--- src/rtl/cayde_pkg.sv ---
// Shared types and defaults for the cayde core front end.
package cayde_pkg;

    localparam logic [31:0] CAYDE_RESET_PC    = 32'h0000_0000;
    localparam int          CAYDE_FETCH_DEPTH = 4;

    typedef struct packed {
        logic [31:0] pc;
        logic [31:0] instr;
    } fetch_entry_t;

endpackage

--- src/rtl/cayde_fetch_if.sv ---
// Fetch unit bus bundle: instruction memory port, redirect input and decoder handshake.
interface cayde_fetch_if;

    logic        imem_req;
    logic [31:0] imem_addr;
    logic        imem_gnt;
    logic        imem_rvalid;
    logic [31:0] imem_rdata;
    logic        redirect_valid;
    logic [31:0] redirect_pc;
    logic        instr_valid;
    logic        instr_ready;
    logic [31:0] instr_out;
    logic [31:0] instr_pc;

    modport master (
        output imem_req, imem_addr, instr_valid, instr_out, instr_pc,
        input  imem_gnt, imem_rvalid, imem_rdata, redirect_valid, redirect_pc, instr_ready
    );

    modport slave (
        input  imem_req, imem_addr, instr_valid, instr_out, instr_pc,
        output imem_gnt, imem_rvalid, imem_rdata, redirect_valid, redirect_pc, instr_ready
    );

endinterface

--- src/rtl/cayde_fetch_fifo.sv ---
// Prefetch FIFO of {pc, instr} entries; flush wins over push and pop in the same cycle.
module cayde_fetch_fifo
    import cayde_pkg::*;
#(
    parameter int DEPTH = CAYDE_FETCH_DEPTH
) (
    input  logic                         clk,
    input  logic                         rst_n,
    input  logic                         push,
    input  fetch_entry_t                 push_data,
    input  logic                         pop,
    input  logic                         flush,
    output fetch_entry_t                 head,
    output logic [$clog2(DEPTH+1)-1:0]   count,
    output logic                         empty
);

    localparam int AW = $clog2(DEPTH);
    localparam int CW = $clog2(DEPTH + 1);

    fetch_entry_t  mem_q [DEPTH];
    logic [AW-1:0] wr_ptr_q, wr_ptr_d;
    logic [AW-1:0] rd_ptr_q, rd_ptr_d;
    logic [CW-1:0] count_q, count_d;
    logic          do_push_s, do_pop_s;

    // Pointer/count next state; a push into a full FIFO is accepted only if a pop frees the slot.
    always_comb begin
        do_pop_s  = pop && (count_q != '0);
        do_push_s = push && ((count_q != CW'(DEPTH)) || do_pop_s);
        if (flush) begin
            wr_ptr_d = '0;
            rd_ptr_d = '0;
            count_d  = '0;
        end else begin
            if (do_push_s) begin
                wr_ptr_d = wr_ptr_q + AW'(1);
            end else begin
                wr_ptr_d = wr_ptr_q;
            end
            if (do_pop_s) begin
                rd_ptr_d = rd_ptr_q + AW'(1);
            end else begin
                rd_ptr_d = rd_ptr_q;
            end
            count_d = count_q + CW'(do_push_s) - CW'(do_pop_s);
        end
    end

    // Pointer and occupancy registers.
    always_ff @(posedge clk or negedge rst_n) begin
        if (!rst_n) begin
            wr_ptr_q <= '0;
            rd_ptr_q <= '0;
            count_q  <= '0;
        end else begin
            wr_ptr_q <= wr_ptr_d;
            rd_ptr_q <= rd_ptr_d;
            count_q  <= count_d;
        end
    end

    // Entry storage; cleared on reset so the decoder sees zero outputs.
    always_ff @(posedge clk or negedge rst_n) begin
        if (!rst_n) begin
            for (int i = 0; i < DEPTH; i++) begin
                mem_q[i] <= '0;
            end
        end else if (do_push_s && !flush) begin
            mem_q[wr_ptr_q] <= push_data;
        end
    end

    assign head  = mem_q[rd_ptr_q];
    assign count = count_q;
    assign empty = (count_q == '0);

endmodule

--- src/rtl/cayde_fetch.sv ---
// Instruction fetch unit: credit-limited word fetch, prefetch buffering and redirect flushing.
module cayde_fetch
    import cayde_pkg::*;
#(
    parameter logic [31:0] RESET_PC = CAYDE_RESET_PC,
    parameter int          DEPTH    = CAYDE_FETCH_DEPTH
) (
    input  logic            clk,
    input  logic            rst_n,
    cayde_fetch_if.master   bus
);

    localparam int            CW      = $clog2(DEPTH + 1);
    localparam logic [CW:0]   DEPTH_C = (CW + 1)'(DEPTH);

    logic          run_q, run_d;
    logic [31:0]   fetch_pc_q, fetch_pc_d;
    logic [31:0]   resp_pc_q, resp_pc_d;
    logic [CW-1:0] outstanding_q, outstanding_d;
    logic [CW-1:0] discard_q, discard_d;

    logic [CW-1:0] fifo_count_s;
    logic          fifo_empty_s;
    logic [CW:0]   credit_used_s;
    logic [31:0]   redirect_pc_s;
    logic          req_s, gnt_s, rsp_s, push_s, pop_s;
    fetch_entry_t  push_entry_s, head_s;

    // Request credit and response classification; a response with nothing outstanding is ignored.
    always_comb begin
        redirect_pc_s      = bus.redirect_pc & 32'hFFFF_FFFC;
        credit_used_s      = {1'b0, outstanding_q} + {1'b0, fifo_count_s};
        req_s              = run_q && !bus.redirect_valid && (credit_used_s < DEPTH_C);
        gnt_s              = req_s && bus.imem_gnt;
        rsp_s              = bus.imem_rvalid && (outstanding_q != '0);
        push_s             = rsp_s && (discard_q == '0) && !bus.redirect_valid;
        pop_s              = !fifo_empty_s && bus.instr_ready;
        push_entry_s.pc    = resp_pc_q;
        push_entry_s.instr = bus.imem_rdata;
    end

    // Next-state for PCs and counters; a redirect re-arms discard with every response still owed.
    always_comb begin
        run_d         = 1'b1;
        outstanding_d = outstanding_q + CW'(gnt_s) - CW'(rsp_s);
        if (bus.redirect_valid) begin
            fetch_pc_d = redirect_pc_s;
            resp_pc_d  = redirect_pc_s;
            discard_d  = outstanding_q - CW'(rsp_s);
        end else begin
            if (gnt_s) begin
                fetch_pc_d = fetch_pc_q + 32'd4;
            end else begin
                fetch_pc_d = fetch_pc_q;
            end
            if (push_s) begin
                resp_pc_d = resp_pc_q + 32'd4;
            end else begin
                resp_pc_d = resp_pc_q;
            end
            if (rsp_s && (discard_q != '0)) begin
                discard_d = discard_q - CW'(1);
            end else begin
                discard_d = discard_q;
            end
        end
    end

    // Fetch state registers.
    always_ff @(posedge clk or negedge rst_n) begin
        if (!rst_n) begin
            run_q         <= 1'b0;
            fetch_pc_q    <= RESET_PC;
            resp_pc_q     <= RESET_PC;
            outstanding_q <= '0;
            discard_q     <= '0;
        end else begin
            run_q         <= run_d;
            fetch_pc_q    <= fetch_pc_d;
            resp_pc_q     <= resp_pc_d;
            outstanding_q <= outstanding_d;
            discard_q     <= discard_d;
        end
    end

    cayde_fetch_fifo #(
        .DEPTH (DEPTH)
    ) u_fifo (
        .clk       (clk),
        .rst_n     (rst_n),
        .push      (push_s),
        .push_data (push_entry_s),
        .pop       (pop_s),
        .flush     (bus.redirect_valid),
        .head      (head_s),
        .count     (fifo_count_s),
        .empty     (fifo_empty_s)
    );

    assign bus.imem_req    = req_s;
    assign bus.imem_addr   = fetch_pc_q;
    assign bus.instr_valid = !fifo_empty_s;
    assign bus.instr_out   = head_s.instr;
    assign bus.instr_pc    = head_s.pc;

endmodule

--- src/flat_wrapper.sv ---
// flat-port wrapper written by rule: the top's interface ports become plain ports
module cayde_fetch_flat import cayde_pkg::*;
#(
    parameter logic [31:0] RESET_PC = CAYDE_RESET_PC,
    parameter int          DEPTH    = CAYDE_FETCH_DEPTH
)
  (clk, rst_n, bus_imem_req, bus_imem_addr, bus_instr_valid, bus_instr_out, bus_instr_pc, bus_imem_gnt, bus_imem_rvalid, bus_imem_rdata, bus_redirect_valid, bus_redirect_pc, bus_instr_ready);
  cayde_fetch_if bus_i ();
  input  logic clk;
  input  logic rst_n;
  output wire logic [$bits(bus_i.imem_req)-1:0] bus_imem_req;
  output wire logic [$bits(bus_i.imem_addr)-1:0] bus_imem_addr;
  output wire logic [$bits(bus_i.instr_valid)-1:0] bus_instr_valid;
  output wire logic [$bits(bus_i.instr_out)-1:0] bus_instr_out;
  output wire logic [$bits(bus_i.instr_pc)-1:0] bus_instr_pc;
  input wire logic [$bits(bus_i.imem_gnt)-1:0] bus_imem_gnt;
  input wire logic [$bits(bus_i.imem_rvalid)-1:0] bus_imem_rvalid;
  input wire logic [$bits(bus_i.imem_rdata)-1:0] bus_imem_rdata;
  input wire logic [$bits(bus_i.redirect_valid)-1:0] bus_redirect_valid;
  input wire logic [$bits(bus_i.redirect_pc)-1:0] bus_redirect_pc;
  input wire logic [$bits(bus_i.instr_ready)-1:0] bus_instr_ready;
  assign bus_imem_req = bus_i.imem_req;
  assign bus_imem_addr = bus_i.imem_addr;
  assign bus_instr_valid = bus_i.instr_valid;
  assign bus_instr_out = bus_i.instr_out;
  assign bus_instr_pc = bus_i.instr_pc;
  assign bus_i.imem_gnt = bus_imem_gnt;
  assign bus_i.imem_rvalid = bus_imem_rvalid;
  assign bus_i.imem_rdata = bus_imem_rdata;
  assign bus_i.redirect_valid = bus_redirect_valid;
  assign bus_i.redirect_pc = bus_redirect_pc;
  assign bus_i.instr_ready = bus_instr_ready;
  cayde_fetch #(.RESET_PC(RESET_PC), .DEPTH(DEPTH)) u_core (.clk(clk), .rst_n(rst_n), .bus(bus_i));
endmodule
--- config.mk ---
export PLATFORM = sky130hd
export DESIGN_NAME = cayde_fetch_flat
export DESIGN_NICKNAME = d
export VERILOG_FILES = /design/src/rtl/cayde_pkg.sv /design/src/rtl/cayde_fetch_if.sv /design/src/rtl/cayde_fetch_fifo.sv /design/src/rtl/cayde_fetch.sv /design/src/flat_wrapper.sv
export SDC_FILE = /design/constraint.sdc
export NUM_CORES = 1
export LEC_CHECK = 0
export ABC_AREA = 1
export BUFFER_PORTS_ARGS = -buffer_cell sky130_fd_sc_hd__buf_2
export CAP_MARGIN = 20
export CORE_AREA = 2 2 192 194
export DETAILED_ROUTE_END_ITERATION = 16
export DIE_AREA = 0 0 194 196
export PLACE_DENSITY = 0.73
export SYNTH_ARGS = -nofsm -noshare
export SYNTH_HDL_FRONTEND = slang
export SYNTH_SLANG_ARGS = --single-unit
--- constraint.sdc ---
create_clock -name clk -period 3.1 [get_ports clk]
set_clock_uncertainty 0.15 [all_clocks]
set_input_delay 0.62 -clock clk [delete_from_list [all_inputs] [get_ports clk]]
set_output_delay 0.62 -clock clk [all_outputs]
set_load 0.02 [all_outputs]
==> out/qor.log <==
INFO  worst_setup_path cp-end-kind=output pin
INFO  timing         timing.final.crit_period=3.03ns
INFO  global_route   grt_overflow=0
INFO  drt            route.detailed.vias_per_inst=5.47
INFO  hold_path      min_path_type=input pin to flop
INFO  timing         rsz0062_at_grt=no
INFO  drt            detail_route.drc_violations=0
INFO  timing         tightest_slew=0.714ns
INFO  drt            post_drt_wl_per_cell=16.6um
INFO  worst_setup_path worst_ep_arrival_time=2.26ns
INFO  cells_and_area final_layout_size_suffix_gt1_share=11.9%
INFO  worst_setup_path critical_path_peak_fanout=56
INFO  cts            clk_latency=0.50ns
INFO  cells_and_area final_nets=2270
INFO  power_and_ir_drop powerDensity=826nW/um2
INFO  timing         post-route-period-util=97.7%
INFO  cts            htree_num_levels=2
INFO  die            die_area=38000um2
INFO  drt            ant_nets=0
INFO  synthesis      synth-seq-cells=322
INFO  worst_setup_path cp_slowest_stage_delay=0.53ns
INFO  timing         final_max_slew_viol_count=0
INFO  placement      dpl.hpwl=28100um
INFO  die            boundaryPins=168
INFO  worst_setup_path required=2.33ns
INFO  worst_setup_path critPathTopFamily=buffers and inverters
INFO  synthesis      synth.distinct_cells=37
INFO  drt            drt-total-wl=44300um
INFO  worst_setup_path critical_path.slowest_cell=sky130_fd_sc_hd__buf_4
INFO  run            max_cap_violations=0
INFO  placement      gp_routability_congestion=0.926
INFO  die            num_rows=70
INFO  global_route   grtUsageTotal=23.4%
INFO  die            floorplan.initialDensity=44.3%
INFO  timing         totalNegativeSetupSlack=0ns
INFO  drt            drtPass1Iterations=7
INFO  cts            cts_max_path_buffers=3
INFO  worst_setup_path cp.buffers_inverters=2
INFO  timing         timing.max_slew.rel_slack=52.4%
INFO  cts            cts.root.buffer_cell=sky130_fd_sc_hd__clkbuf_16
INFO  cts            clkTransAtPathRegs=0.06ns
INFO  cts            cts_tree=done
INFO  synthesis      yosysWarnings=0
INFO  cells_and_area mostFrequentLayoutCell=sky130_fd_sc_hd__nand2_1
INFO  global_route   grt_antenna_before_repair=1
INFO  drt            route.vias.total=14600
INFO  cts            tritoncts.num_buffers=36
INFO  cells_and_area finish.utilization=51.1%
INFO  worst_setup_path crit_type=flop to output pin
INFO  global_route   grt_max_degree=139
INFO  global_route   first_global_vias=14100
INFO  worst_setup_path timing.critical_path.from_type=flop
INFO  cells_and_area layout_common_cells=613 x sky130_fd_sc_hd__nand2_1, 320 x sky130_fd_sc_hd__dfrtp_1, 257 x sky130_fd_sc_hd__o21ai_0
INFO  placement      post_dp_cell_area=17300um2
INFO  worst_setup_path regToRegStartpoint=u_core.discard_q[0]
INFO  cts            clock-sinks=322
INFO  synthesis      synth.avg_cell_area=7.72um2
INFO  power_and_ir_drop p_leak=9.38nW
INFO  worst_setup_path critical_path_cell_list=buf_4 > o21ai_0 > o22ai_1 > buf_2
INFO  placement      count_of_buffers_inserted_at_the_top_level_ports=161
INFO  worst_setup_path critical_path.startpoint=u_core.u_fifo.rd_ptr_q[0]
INFO  hold_path      startpoint_of_the_worst_hold_path=bus_redirect_pc[5]
INFO  synthesis      mappedNetlistArea=16000um2
INFO  timing         setup_viol_count_final=0
INFO  outcome        outcome=finished, final reports clean
INFO  power_and_ir_drop ir_worst_vdd=0.536mV
INFO  timing         max_freq=0.330GHz
INFO  synthesis      synth_instances=2070
INFO  synthesis      ys_seq_area_share=50.4%
INFO  cells_and_area area_of_all_placed_cells_without_fillers=18400um2
INFO  timing         hold_viol=0
INFO  drt            detailedRoute.firstIterationViolations=1274
INFO  die            core_region_area=36100um2
INFO  global_route   grt_pass1_wl=72900um
INFO  die            vert_die_dim=196um
INFO  die            chip_width=194um
INFO  cells_and_area area_delta_synth_final=15.4%
through the flow:
step	instances	setup WS, ns	total power [mW]	hold slack, ns
2_1_floorplan	2073	0.280	9.15	0.174
3_3_place_gp	2611	0.495	10.9	0.298
3_5_place_dp	2611	0.459	11.1	0.303
4_1_cts	2672	0.0610	15.3	0.195
5_1_grt	2672	0.0239	16.2	0.228
6_report	2673	0.0728	15.2	0.213
worst min-delay path, delay by kind of cell:
kind,cells,cell delay (ns)
buf+inv,1,0.11
simple gates,2,0.11
routing by layer:
layer	GRT usage, %	vias to the layer above	routed length (um)
met5	0	-	13
met4	6.65	2	964
met3	3.23	74	3330
met2	38.6	581	20900
met1	32.3	6976	19100
li1	-	6984	-
layout make-up:
| cell class | instances | area [um2] |
|---|---|---|
| antenna | 1 | 2.50 |
| clock buffer | 49 | 1020 |
| clock inverter | 11 | 138 |
| fill | 3401 | 17700 |
| inverter | 112 | 422 |
| multi-input combinational | 1511 | 6920 |
| sequential | 322 | 8060 |
| tap | 468 | 586 |
| timing repair buffer | 199 | 1280 |
synth_stat cells:
master	instances	area (um2)
sky130_fd_sc_hd__nand2_1	613	2300
sky130_fd_sc_hd__nor2_1	224	841
sky130_fd_sc_hd__a21oi_1	21	105
sky130_fd_sc_hd__a21boi_4	1	18.8
sky130_fd_sc_hd__xnor2_1	4	35.0
sky130_fd_sc_hd__dfrtp_1	322	8060
sky130_fd_sc_hd__nand3_1	217	1090
sky130_fd_sc_hd__o21ai_0	257	1290
sky130_fd_sc_hd__o211ai_1	12	90.1
sky130_fd_sc_hd__o21bai_1	6	45.0
sky130_fd_sc_hd__buf_2	22	110
sky130_fd_sc_hd__a41oi_1	1	8.76
sky130_fd_sc_hd__nand3_4	1	17.5
sky130_fd_sc_hd__conb_1	2	7.51
sky130_fd_sc_hd__o221ai_1	1	8.76
sky130_fd_sc_hd__a31oi_1	3	18.8
sky130_fd_sc_hd__clkinv_1	6	22.5
sky130_fd_sc_hd__nor4_1	1	6.26
sky130_fd_sc_hd__ha_1	16	200
sky130_fd_sc_hd__o2bb2ai_1	1	8.76
sky130_fd_sc_hd__xor2_1	12	105
sky130_fd_sc_hd__o21ai_1	19	95.1
sky130_fd_sc_hd__buf_4	4	30.0
sky130_fd_sc_hd__o22ai_1	62	388
sky130_fd_sc_hd__nand3b_1	3	22.5
sky130_fd_sc_hd__buf_1	2	7.51
sky130_fd_sc_hd__nor2_4	1	11.3
sky130_fd_sc_hd__inv_1	106	398
sky130_fd_sc_hd__nor3b_1	1	7.51
sky130_fd_sc_hd__nand2_2	3	18.8
sky130_fd_sc_hd__fa_1	2	40.0
sky130_fd_sc_hd__nor3_1	15	75.1
sky130_fd_sc_hd__and2_1	3	18.8
sky130_fd_sc_hd__nand4_1	5	31.3
sky130_fd_sc_hd__nand2_4	1	11.3
sky130_fd_sc_hd__clkbuf_1	91	342
sky130_fd_sc_hd__buf_6	9	101
report_power, final:
group          switching (mW)  internal (mW)
clock network            1.69           2.55
logic                    3.51           1.71
registers               0.641           5.12
total                    5.84           9.38
state kept, by name, summed over array words and instances (netlist names):
| register | count |
|---|---|
| u_core.run_q | 1 |
| u_core.u_fifo.wr_ptr_q | 2 |
| u_core.u_fifo.count | 3 |
| u_core.u_fifo.mem_q | 248 |
| u_core.u_fifo.rd_ptr_q | 2 |
| u_core.bus.imem_addr | 30 |
| u_core.outstanding_q | 3 |
| u_core.resp_pc_q | 30 |
| u_core.discard_q | 3 |
repair_timing:
item | in CTS | in global routing
setup endpoints to repair | 0 | 4
hold endpoints to repair | 66 | 0
resized for setup | 0 | 1
hold buffers | 1 | 0
setup buffers | 0 | 0
kinds of logic (layout without fill, tap and decap cells):
kind of cell | after synthesis | count (layout) | share of synthesized area (%)
simple gates | 1088 | 1088 | 27.8
compound gates | 384 | 384 | 13.0
flops | 322 | 322 | 50.4
buf+inv | 240 | 371 | 6.33
fa+ha+maj | 18 | 18 | 1.50
xor+xnor | 16 | 16 | 0.877
other cells | 2 | 6 | 0.0470
worst paths after layout:
check                                             to  slack (ns)  cells past startpoint
max                                 bus_instr_pc[24]        0.07                      4
min                              u_core.resp_pc_q[5]        0.21                      3
max reg2reg                 u_core.u_fifo.mem_q[106]        0.46                     11
min reg2reg                  u_core.u_fifo.mem_q[81]        0.32                      2
max in group asynchronous  u_core.u_fifo.rd_ptr_q[0]        1.47                      3
min in group asynchronous   u_core.u_fifo.mem_q[222]        0.54                      2
Note: power is estimated with default switching activity, not from simulation.
